### config.mk
export PLATFORM = sky130hd
export DESIGN_NAME = tetris_piece_ctrl
export DESIGN_NICKNAME = d
export VERILOG_FILES = /design/src/rtl/tetris_pkg.sv /design/src/rtl/tetris_piece_rom.sv /design/src/rtl/tetris_piece_ctrl.sv
export SDC_FILE = /design/constraint.sdc
export NUM_CORES = 1
export LEC_CHECK = 0
export ABC_AREA = 1
export CELL_PAD_IN_SITES_DETAIL_PLACEMENT = 1
export CELL_PAD_IN_SITES_GLOBAL_PLACEMENT = 2
export CORE_UTILIZATION = 28
export CTS_BUF_LIST = sky130_fd_sc_hd__clkbuf_8 sky130_fd_sc_hd__clkbuf_16
export DETAILED_ROUTE_END_ITERATION = 7
export PLACE_DENSITY_LB_ADDON = 0.08
export SLEW_MARGIN = 40
export SYNTH_ARGS = -nofsm -noshare
export SYNTH_HDL_FRONTEND = slang
export SYNTH_SLANG_ARGS = --single-unit
### constraint.sdc
create_clock -name clk -period 5.3 [get_ports clk]
set_clock_uncertainty 0.1 [all_clocks]
set_input_delay 1.325 -clock clk [delete_from_list [all_inputs] [get_ports clk]]
set_output_delay 1.325 -clock clk [all_outputs]
set_load 0.03 [all_outputs]
### src/rtl/tetris_pkg.sv
// rtl/tetris_pkg.sv - piece/state enums, board geometry and 4x4 rotation map table
package tetris_pkg;

  typedef enum logic [2:0] {
    P_I = 3'd0, P_O = 3'd1, P_T = 3'd2, P_S = 3'd3, P_Z = 3'd4, P_J = 3'd5, P_L = 3'd6
  } piece_t;

  typedef enum logic [2:0] {
    S_SPAWN, S_FALL, S_DROP, S_LOCK, S_SETTLE, S_OVER
  } state_t;

  localparam int BOARD_W = 10;
  localparam int WALL_L  = 0;
  localparam int WALL_R  = BOARD_W + 1;

  // Row 7 is a blank guard entry so any 3-bit type code indexes safely.
  localparam logic [15:0] ROT_MAP [0:7][0:3] = '{
    '{16'h00F0, 16'h2222, 16'h0F00, 16'h4444},
    '{16'h6600, 16'h6600, 16'h6600, 16'h6600},
    '{16'h4E00, 16'h4640, 16'h0E40, 16'h4C40},
    '{16'h6C00, 16'h4620, 16'h06C0, 16'h8C40},
    '{16'hC600, 16'h2640, 16'h0C60, 16'h4C80},
    '{16'h8E00, 16'h6440, 16'h0E20, 16'h44C0},
    '{16'h2E00, 16'h4460, 16'h0E80, 16'hC440},
    '{16'h0000, 16'h0000, 16'h0000, 16'h0000}
  };

  function automatic piece_t next_piece(input piece_t p);
    return (p == P_L) ? P_I : piece_t'(p + 3'd1);
  endfunction

endpackage

### src/rtl/tetris_piece_rom.sv
// rtl/tetris_piece_rom.sv - combinational (piece type, rotation) to 16-bit occupancy map
module tetris_piece_rom
  import tetris_pkg::*;
(
  input  logic [2:0]  ptype,
  input  logic [1:0]  rot,
  output logic [15:0] map
);

  assign map = ROT_MAP[ptype][rot];

endmodule

### src/rtl/tetris_piece_ctrl.sv
// rtl/tetris_piece_ctrl.sv - active-piece sequencer: spawn, moves, gravity, collision, lock strobe
// TETRIS_LFSR_EN: piece order from a free-running LFSR instead of the fixed 0..6 cycle.
module tetris_piece_ctrl
  import tetris_pkg::*;
#(
  parameter int         DROP_PERIOD = 25_000_000,
  parameter logic [3:0] SPAWN_X     = 4'd5,
  parameter logic [3:0] SPAWN_Y     = 4'd0
) (
  input  logic         clk,
  input  logic         reset,
  input  logic [255:0] occupancy,
  input  logic         game_over_in,
  input  logic         mv_left,
  input  logic         mv_right,
  input  logic         mv_rot,
  input  logic         mv_drop,
  output logic         lock_out,
  output logic [15:0]  piece_map,
  output logic [3:0]   piece_x,
  output logic [3:0]   piece_y,
  output logic         active_valid,
  output logic         busy_over
);

  localparam int             CW       = $clog2(DROP_PERIOD);
  localparam logic [CW-1:0]  CNT_LAST = CW'(DROP_PERIOD - 1);

  state_t         state;
  piece_t         ptype;
  piece_t         spawn_type;
  logic [1:0]     rot;
  logic [CW-1:0]  grav_cnt;
  logic           grav_pend;

`ifdef TETRIS_LFSR_EN
  logic [15:0] lfsr;

  always_ff @(posedge clk) begin
    if (!reset) lfsr <= 16'hACE1;
    else        lfsr <= {lfsr[14:0], lfsr[15] ^ lfsr[13] ^ lfsr[12] ^ lfsr[10]};
  end

  assign spawn_type = piece_t'(3'(lfsr % 16'd7));
`else
  piece_t seq_type;

  always_ff @(posedge clk) begin
    if (!reset)                seq_type <= P_I;
    else if (state == S_SPAWN) seq_type <= next_piece(seq_type);
  end

  assign spawn_type = seq_type;
`endif

  // Coordinates are widened to 5 bits so x+dx / y+dy never wrap back onto the board.
  function automatic logic collides(input logic [15:0] map, input logic [4:0] x,
                                    input logic [4:0] y, input logic [255:0] occ);
    logic       hit;
    logic [4:0] ax, ay;
    logic [3:0] bi;
    hit = 1'b0;
    for (int i = 0; i < 16; i++) begin
      bi = 4'(15 - i);
      ax = x + 5'(i % 4);
      ay = y + 5'(i / 4);
      if (map[bi] && (ax > 5'(WALL_R) || ay > 5'd15 || occ[{ay[3:0], ax[3:0]}]))
        hit = 1'b1;
    end
    return hit;
  endfunction

  logic [15:0] spawn_map, rot_map;
  logic [4:0]  x5, y5;
  logic        hit_spawn, hit_down, hit_left, hit_right, hit_rot;
  logic        grav_tick, move_ok;

  tetris_piece_rom u_spawn_rom (.ptype(spawn_type), .rot(2'd0),        .map(spawn_map));
  tetris_piece_rom u_rot_rom   (.ptype(ptype),      .rot(rot + 2'd1),  .map(rot_map));

  assign x5        = {1'b0, piece_x};
  assign y5        = {1'b0, piece_y};
  assign hit_spawn = collides(spawn_map, {1'b0, SPAWN_X}, {1'b0, SPAWN_Y}, occupancy);
  assign hit_down  = collides(piece_map, x5, y5 + 5'd1, occupancy);
  assign hit_left  = (piece_x == 4'(WALL_L)) || collides(piece_map, x5 - 5'd1, y5, occupancy);
  assign hit_right = collides(piece_map, x5 + 5'd1, y5, occupancy);
  assign hit_rot   = collides(rot_map, x5, y5, occupancy);
  assign grav_tick = (grav_cnt == CNT_LAST);

  // Only the highest-priority request is considered; if it is rejected nothing moves.
  assign move_ok = mv_drop
                 | (mv_rot & ~hit_rot)
                 | (~mv_rot & mv_left & ~hit_left)
                 | (~mv_rot & ~mv_left & mv_right & ~hit_right);

  always_ff @(posedge clk) begin
    if (!reset) begin
      state        <= S_SPAWN;
      ptype        <= P_I;
      rot          <= 2'd0;
      piece_x      <= 4'd0;
      piece_y      <= 4'd0;
      piece_map    <= 16'h0000;
      grav_cnt     <= '0;
      grav_pend    <= 1'b0;
      lock_out     <= 1'b0;
      active_valid <= 1'b0;
      busy_over    <= 1'b0;
    end else begin
      lock_out <= 1'b0;
      case (state)
        S_SPAWN: begin
          ptype     <= spawn_type;
          rot       <= 2'd0;
          piece_x   <= SPAWN_X;
          piece_y   <= SPAWN_Y;
          piece_map <= spawn_map;
          grav_cnt  <= '0;
          grav_pend <= 1'b0;
          if (hit_spawn) begin
            state     <= S_OVER;
            busy_over <= 1'b1;
          end else begin
            state        <= S_FALL;
            active_valid <= 1'b1;
          end
        end
        S_FALL: begin
          grav_cnt <= grav_tick ? '0 : grav_cnt + 1'b1;
          if (mv_drop) begin
            state <= S_DROP;
          end else if (mv_rot) begin
            if (!hit_rot) begin
              rot       <= rot + 2'd1;
              piece_map <= rot_map;
            end
          end else if (mv_left) begin
            if (!hit_left) piece_x <= piece_x - 4'd1;
          end else if (mv_right) begin
            if (!hit_right) piece_x <= piece_x + 4'd1;
          end
          // A tick arriving while an earlier one is serviced stays pending.
          if (grav_pend && !move_ok) begin
            grav_pend <= grav_tick;
            if (!hit_down) begin
              piece_y <= piece_y + 4'd1;
            end else begin
              state    <= S_LOCK;
              lock_out <= 1'b1;
            end
          end else if (grav_tick) begin
            grav_pend <= 1'b1;
          end
        end
        S_DROP: begin
          if (!hit_down) begin
            piece_y <= piece_y + 4'd1;
          end else begin
            state    <= S_LOCK;
            lock_out <= 1'b1;
          end
        end
        S_LOCK: begin
          state        <= S_SETTLE;
          active_valid <= 1'b0;
        end
        S_SETTLE: begin
          if (game_over_in) begin
            state     <= S_OVER;
            busy_over <= 1'b1;
          end else begin
            state <= S_SPAWN;
          end
        end
        S_OVER: begin
          active_valid <= 1'b0;
          busy_over    <= 1'b1;
        end
        default: state <= S_SPAWN;
      endcase
    end
  end

endmodule

## Word level (Yosys, flattened, before mapping)

Memory sizes are Yosys's and may differ from the RTL's.
Index checks and enable logic that the tools add are counted.

- Flip-flop bits (word level): 64
- Bits in latches: 0
- Bits in writable memories: 0
- Memory bits (read-only): 1,024
- Input bits: 263
- Output and inout port bits: 27
- Word-level logic and storage cells: 598
- Memories kept: 2

- Add/sub/neg operators: 22
- Multipliers: 0
- Div/mod/pow operators: 0
- Order comparisons: 77
- Equal/unequal tests: 20
- Shift-type cells: 0
- Mux-type cells: 238
- Bitwise logic cells: 18
- Reduce and logical (&&, ||, !) cells: 209

Memory list:

| memory | words | width | read ports | clocked after Yosys merged registers in | write ports | line | text |
|---|---|---|---|---|---|---|---|
| (name not given) | 8 | 64 | 1 | 0 | 0 | tetris_piece_rom.sv:10 | `assign map = ROT_MAP[ptype][rot];` |
| (name not given) | 8 | 64 | 1 | 0 | 0 | tetris_piece_rom.sv:10 |  |

Operators with widths:

| kind | number |
|---|---|
| 8-bit by 9-bit < comparator with 1-bit output (second input constant) | 56 |
| 1-bit binary-select mux with 8-bit select | 56 |
| 64-bit two-way mux | 4 |
| 1-bit two-way mux | 143 |
| 1-bit logical OR | 113 |
| 1-bit logical AND | 81 |
| 5-bit by 4-bit > comparator with 1-bit output (second input constant) | 16 |
| 16-bit two-way mux | 5 |
| 25-bit one-hot mux with 2 select lines | 1 |
| 16-bit binary-select mux with 2-bit select | 1 |
| 4-bit two-way mux | 8 |
| 16-bit one-hot mux with 2 select lines | 1 |
| 5-bit by 2-bit adder with 5-bit output (second input constant) | 6 |
| 25-bit by 1-bit adder with 25-bit output (second input constant) | 1 |
| 25-bit == test (second input constant) | 1 |
| 25-bit two-way mux | 1 |
| 3-bit two-way mux | 7 |
| 4-bit by 2-bit adder with 5-bit output (second input constant) | 4 |
| 2-bit != test (second input constant) | 9 |
| 3-bit one-hot mux with 6 select lines | 1 |
| 5-bit by 1-bit adder with 5-bit output (second input constant) | 3 |
| 3-bit != test (second input constant) | 4 |
| 4-bit one-hot mux with 3 select lines | 1 |
| 4-bit by 1-bit adder with 5-bit output (second input constant) | 2 |
| other kinds (31) | 59 |

## Longest topological paths before layout

- Word-level depth: 33
- Depth in mapped cells: 38
- Depth with buffers taken out: 31

## Hierarchy

From an unflattened synthesis, not the netlist that was laid out.

- Cell total of the unflattened synthesis: 5,475
- Area total of the unflattened synthesis: 25,899.8 um^2

Modules (own cells, without submodules):

| module | instances | cells each | area an instance (um^2) | sequential area each (um^2) |
|---|---|---|---|---|
| tetris_piece_ctrl | 1 | 5,298 | 24,985.2 | 1,281.2 |
| tetris_piece_rom at u_spawn_rom | 1 | 92 | 475.5 | 0.0 |
| tetris_piece_rom at u_rot_rom | 1 | 85 | 439.2 | 0.0 |

## Worst setup path before layout

No wires, ideal clock.

- Path type: flip-flop to flip-flop
- From: reg piece_x[1]
- To: reg piece_x[2]
- Library setup time: 0.137 ns
- Arrival time: 4.575 ns
- Data required time: 5.063 ns
- Slack: 0.488 ns
- Cell stages (with the launch flop): 34
- Path buffers: 7
- Period minus slack after synthesis: 4.812 ns
- Cell sequence: dfxtp_1 buf_2 inv_2 buf_2 buf_2 ha_1 inv_1 nand2_1 nand2_1 buf_2 buf_1 ha_1 clkbuf_1 inv_1 clkbuf_1 nand3_1 nand2_1 nand2_1 nand3_1 nand2_1 o21ai_0 nand2_1 nand2_1 nand2_1 nand3_1 nand2_1 nand2_1 nor2_1 nand3_1 nand2_1 o21ai_1 inv_1 o21ai_0 a31oi_1

- Longest elaborated chain between the ends: 24
- Elaborated cells on any way between the ends: 222
- Classes of those cells: add/sub: 10; order compare: 8; eq/ne: 2; mux: 103; reduce/logical: 99

Ends and longest elaborated chain:

| element | line | text |
|---|---|---|
| start, declared | tetris_piece_ctrl.sv:20 | `output logic [3:0] piece_x,` |
| start signal, assigned | tetris_piece_ctrl.sv:138 | `if (!hit_left) piece_x <= piece_x - 4'd1;` |
| start signal, assigned | tetris_piece_ctrl.sv:140 | `if (!hit_right) piece_x <= piece_x + 4'd1;` |
| 4-bit by 1-bit subtractor with 5-bit output | tetris_piece_ctrl.sv:85 | `assign hit_left = (piece_x == 4'(WALL_L)) \|\| collides(piece_map, x5 - 5'd1, y5, occupancy);` |
| 5-bit by 1-bit adder with 5-bit output, or another cell as far along | tetris_piece_ctrl.sv:65 | `ax = x + 5'(i % 4);` |
| 1-bit binary-select mux with 8-bit select, or another cell as far along | tetris_piece_ctrl.sv:67 | `if (map[bi] && (ax > 5'(WALL_R) \|\| ay > 5'd15 \|\| occ[{ay[3:0], ax[3:0]}]))` |
| 1-bit two-way mux (not written as such) or 1-bit logical OR (tied branches) | tetris_piece_ctrl.sv:67 |  |
| 1-bit logical OR or 1-bit logical AND (tied branches) | tetris_piece_ctrl.sv:67 |  |
| 1-bit logical AND or 1-bit two-way mux (tied branches) | tetris_piece_ctrl.sv:67 |  |
| 1-bit two-way mux (15 in a row) | tetris_piece_ctrl.sv:67 |  |
| 1-bit logical OR | tetris_piece_ctrl.sv:85 |  |
| 3-bit != test (no line) | -- |  |
| 6-bit AND reduction (no line) | -- |  |

Parallel ways exist; a longest one is shown, timed or not. The select of a mux whose other input is x is not followed.
A chain may end at the register's enable or synchronous reset.

## Worst setup path after layout

- From: reg piece_x[1]
- To: reg piece_y[2]

- Longest elaborated chain between the ends: 30
- Elaborated cells on any way between the ends: 391
- Classes of those cells: add/sub: 10; order compare: 11; eq/ne: 1; mux: 179; bitwise: 9; reduce/logical: 181

Ends and longest elaborated chain:

| element | line | text |
|---|---|---|
| 4-bit by 1-bit subtractor with 5-bit output | tetris_piece_ctrl.sv:85 |  |
| 5-bit by 1-bit adder with 5-bit output, or another cell as far along | tetris_piece_ctrl.sv:65 |  |
| 1-bit binary-select mux with 8-bit select, or another cell as far along | tetris_piece_ctrl.sv:67 |  |
| 1-bit two-way mux (not written as such) or 1-bit logical OR (tied branches) | tetris_piece_ctrl.sv:67 |  |
| 1-bit logical OR or 1-bit logical AND (tied branches) | tetris_piece_ctrl.sv:67 |  |
| 1-bit logical AND or 1-bit two-way mux (tied branches) | tetris_piece_ctrl.sv:67 |  |
| 1-bit two-way mux (15 in a row) | tetris_piece_ctrl.sv:67 |  |
| 1-bit logical OR | tetris_piece_ctrl.sv:85 |  |
| 1-bit NOT | tetris_piece_ctrl.sv:93 | `\| (~mv_rot & mv_left & ~hit_left)` |
| 1-bit bitwise AND | tetris_piece_ctrl.sv:93 |  |
| 1-bit OR | tetris_piece_ctrl.sv:93 |  |
| 1-bit OR | tetris_piece_ctrl.sv:94 | `\| (~mv_rot & ~mv_left & mv_right & ~hit_right);` |
| 1-bit logical NOT | tetris_piece_ctrl.sv:143 | `if (grav_pend && !move_ok) begin` |
| 1-bit logical AND | tetris_piece_ctrl.sv:143 |  |
| 2-bit != test (no line) | -- |  |
| 2-bit AND reduction (no line) | -- |  |
| end signal, assigned | tetris_piece_ctrl.sv:146 | `piece_y <= piece_y + 4'd1;` |
| end signal, assigned | tetris_piece_ctrl.sv:157 | `piece_y <= piece_y + 4'd1;` |
| end, declared | tetris_piece_ctrl.sv:21 | `output logic [3:0] piece_y,` |

Parallel ways exist; a longest one is shown, timed or not. The select of a mux whose other input is x is not followed.

==> flow_summary.json <==
{
  "status": "finished, final reports clean",
  "setup_viol": 0,
  "yosysWarnings": 0,
  "final.setup.tns_ns": 0,
  "clock-root-buffer": "clkbuf_16",
  "synth-simple-area-share_pct": 74.09,
  "hold_violations": 0,
  "start_util_pct": 28.29,
  "htreeDepth": 3,
  "area_growth_pct": 19.18,
  "cts.clk_slew.worst_paths_ns": 0.06,
  "hold_buffers": 0,
  "wire_per_inst_um": 30.70,
  "avgSynthCellArea_um2": 4.760,
  "final_net_count": 5479,
  "insertion_delay_ns": 0.33,
  "die-area_um2": 87210,
  "dpl.hpwl_mm": 153.6,
  "track_usage_pct": 43.59,
  "cts_buffer_depth": 2,
  "synth-main-ff-cell": "dfxtp_1",
  "pin_count": 290,
  "synth_edf_count": 0,
  "drc": 0,
  "crit_start": "piece_x[1]",
  "die_w_um": 295.3,
  "vias": 39060,
  "critPathMaxFanout": 16,
  "grt_pass1_vias": 37150,
  "synthAdderAreaFrac_pct": 2.369,
  "synth-xor-area-share_pct": 0.6804,
  "rsz0062_at_grt": "no",
  "synth_common_cells": "nand3_1, nand2_1, inv_1",
  "crit_type": "register to register",
  "critical_path_arrival_ns": 5.22,
  "cp-start-kind": "register",
  "critPathTopFamily": "simple AND/OR/NAND/NOR gates",
  "crit_buf_inv": 4,
  "synth_compound_area_share_pct": 6.851,
  "synth_area_um2": 24090,
  "r2r_slack_ns": 0.15,
  "crit_end": "piece_y[2]",
  "drv_cap": 0,
  "tritoncts": "done",
  "drt_wl_total_mm": 194.5,
  "synth_top_area_share_pct": 41.28,
  "worst_pin_slew_ns": 0.8369,
  "synthDistinctLibCells": 52,
  "crit_slowest_cell": "nand2_2",
  "r2r-start": "piece_x[1]",
  "globalplace.congestion": 1.071,
  "grt_max_degree": 143,
  "required_ns": 5.37,
  "finalMaxSlewViolations": 0,
  "antenna_found_initial": 21,
  "cp.depth": 29,
  "netlist_instances": 5060,
  "cts_buffers": 9,
  "ys_ff_latch": 61,
  "rows": 107,
  "cp-end-kind": "register",
  "slew_headroom_pct": 43.61,
  "antenna_left": 0,
  "vias_per_cell": 6.163,
  "crit_path_max_incr_delay_ns": 0.59,
  "path_common_cell": "nand2_1",
  "async_reset_ff_share_pct": 0,
  "yosysTopAreaCell": "nand3_1",
  "die_height_um": 295.3,
  "min_period_ns": 5.153,
  "reg2reg_to": "piece_y[2]",
  "period_share_pct": 97.23,
  "cts.sinks": 61,
  "worstHoldPathType": "register to register",
  "overflow": 0,
  "fmax_ghz": 0.1940,
  "synthMuxAreaShare_pct": 0,
  "grt_pass1_wl_mm": 275.5,
  "drt_iter0_markers": 5008,
  "synthMostInstantiatedCell": "nand3_1",
  "reg2reg_depth": 29,
  "coreArea_um2": 85150,
  "dr.pass1.iters": 6,
  "portBuffers": 286,
  "yosys-top-cells-area": "nand3_1, nand2_1, dfxtp_1",
  "synth_top_family_by_area": "simple AND/OR/NAND/NOR gates",
  "cts_setup_buffers": 0,
  "layout-drive-gt1-share_pct": 4.888,
  "ys_seq_area_share_pct": 5.070
}
layer usage:
| metal | vias to the layer above | wire (um) | GRT usage [%] |
|---|---|---|---|
| met5 | - | 118 | 0 |
| li1 | 17310 | - | - |
| met4 | 12 | 10380 | 20.79 |
| met1 | 18930 | 80530 | 57.80 |
| met3 | 497 | 23550 | 12.95 |
| met2 | 2313 | 79960 | 63.91 |
placed cells by master (no fill, tap or decap), types with 6 or more instances in the layout:
cell type        count
nand2_1           1849
nand4_1             11
o21ai_0             75
buf_12              26
clkdlybuf4s50_1    285
and2_1               7
nand3_1           1987
clkinv_2             6
buf_4              148
ha_1                41
a221oi_1             6
nand2_2             16
o211ai_1            37
inv_1              217
inv_2               10
dfxtp_1             55
a21oi_1             78
or2_2                8
diode_2             17
nor3_1               6
nor2_1             151
o21ai_1             44
clkbuf_16           10
a211oi_1             6
a31oi_1             12
xor2_1              12
registers in the layout (all words and copies together) (netlist names):
register      count
grav_pend         1
seq_type          3
busy_over         1
ptype             3
lock_out          1
piece_y           4
piece_x           4
state             3
piece_map        13
grav_cnt         25
active_valid      1
rot               2
worst min-delay path, cell delays in order (launching register included):
cell,delay (ns)
dfxtp_1,0.30
nand2_1,0.06
a221oi_1,0.06
timing repair:
item                       CTS  global route
setup endpoints to repair    0             1
hold endpoints to repair     0             0
gates resized for setup      0             1
kinds of logic after synthesis:
group / after synthesis
other: 1
AND/OR/NAND/NOR: 4053
buffers and inverters: 599
flip-flops: 61
XOR/XNOR: 17
adder cells (fa/ha/maj): 45
AO/OA/AOI/OAI: 284
cell type report:
| cell class | count | area, um^2 |
|---|---|---|
| Sequential cell | 61 | 1241 |
| Multi-Input combinational cell | 4402 | 20290 |
| Antenna cell | 17 | 42.54 |
| Tap cell | 1144 | 1431 |
| Timing Repair Buffer | 462 | 4512 |
| Inverter | 235 | 899.6 |
| Clock inverter | 6 | 36.28 |
| Fill cell | 12140 | 56440 |
| Clock buffer | 10 | 250.2 |
metrics by stage:
step	hold WS (ns)	utilization (%)	setup slack [ns]	instance area, um^2	instances
after CTS	0.3858	33.66	0.4239	28660	6320
after floorplan	0.3575	-	0.4882	24100	5062
after global placement	0.3702	33.31	0.3408	28370	6304
final	0.3834	33.72	0.1466	28710	6337
after detailed placement	0.3779	33.33	0.3220	28380	6304
after global routing	0.4082	33.70	0.003999	28700	6333
how the worst min path moves through the flow:
| stage | from | end | slack (ns) | cells after the start |
|---|---|---|---|---|
| finish | grav_cnt[4] | grav_cnt[4] | 0.38 | 2 |
| global route | grav_cnt[4] | grav_cnt[4] | 0.41 | 2 |
| CTS | grav_pend | grav_pend | 0.39 | 2 |
| detailed placement | grav_cnt[4] | grav_cnt[4] | 0.38 | 2 |
| global placement | grav_pend | grav_pend | 0.37 | 2 |
| floorplan | grav_pend | grav_pend | 0.36 | 2 |
Power is not shown: default switching activity piles up to over one toggle a cycle in this logic, so the estimate is an artifact.
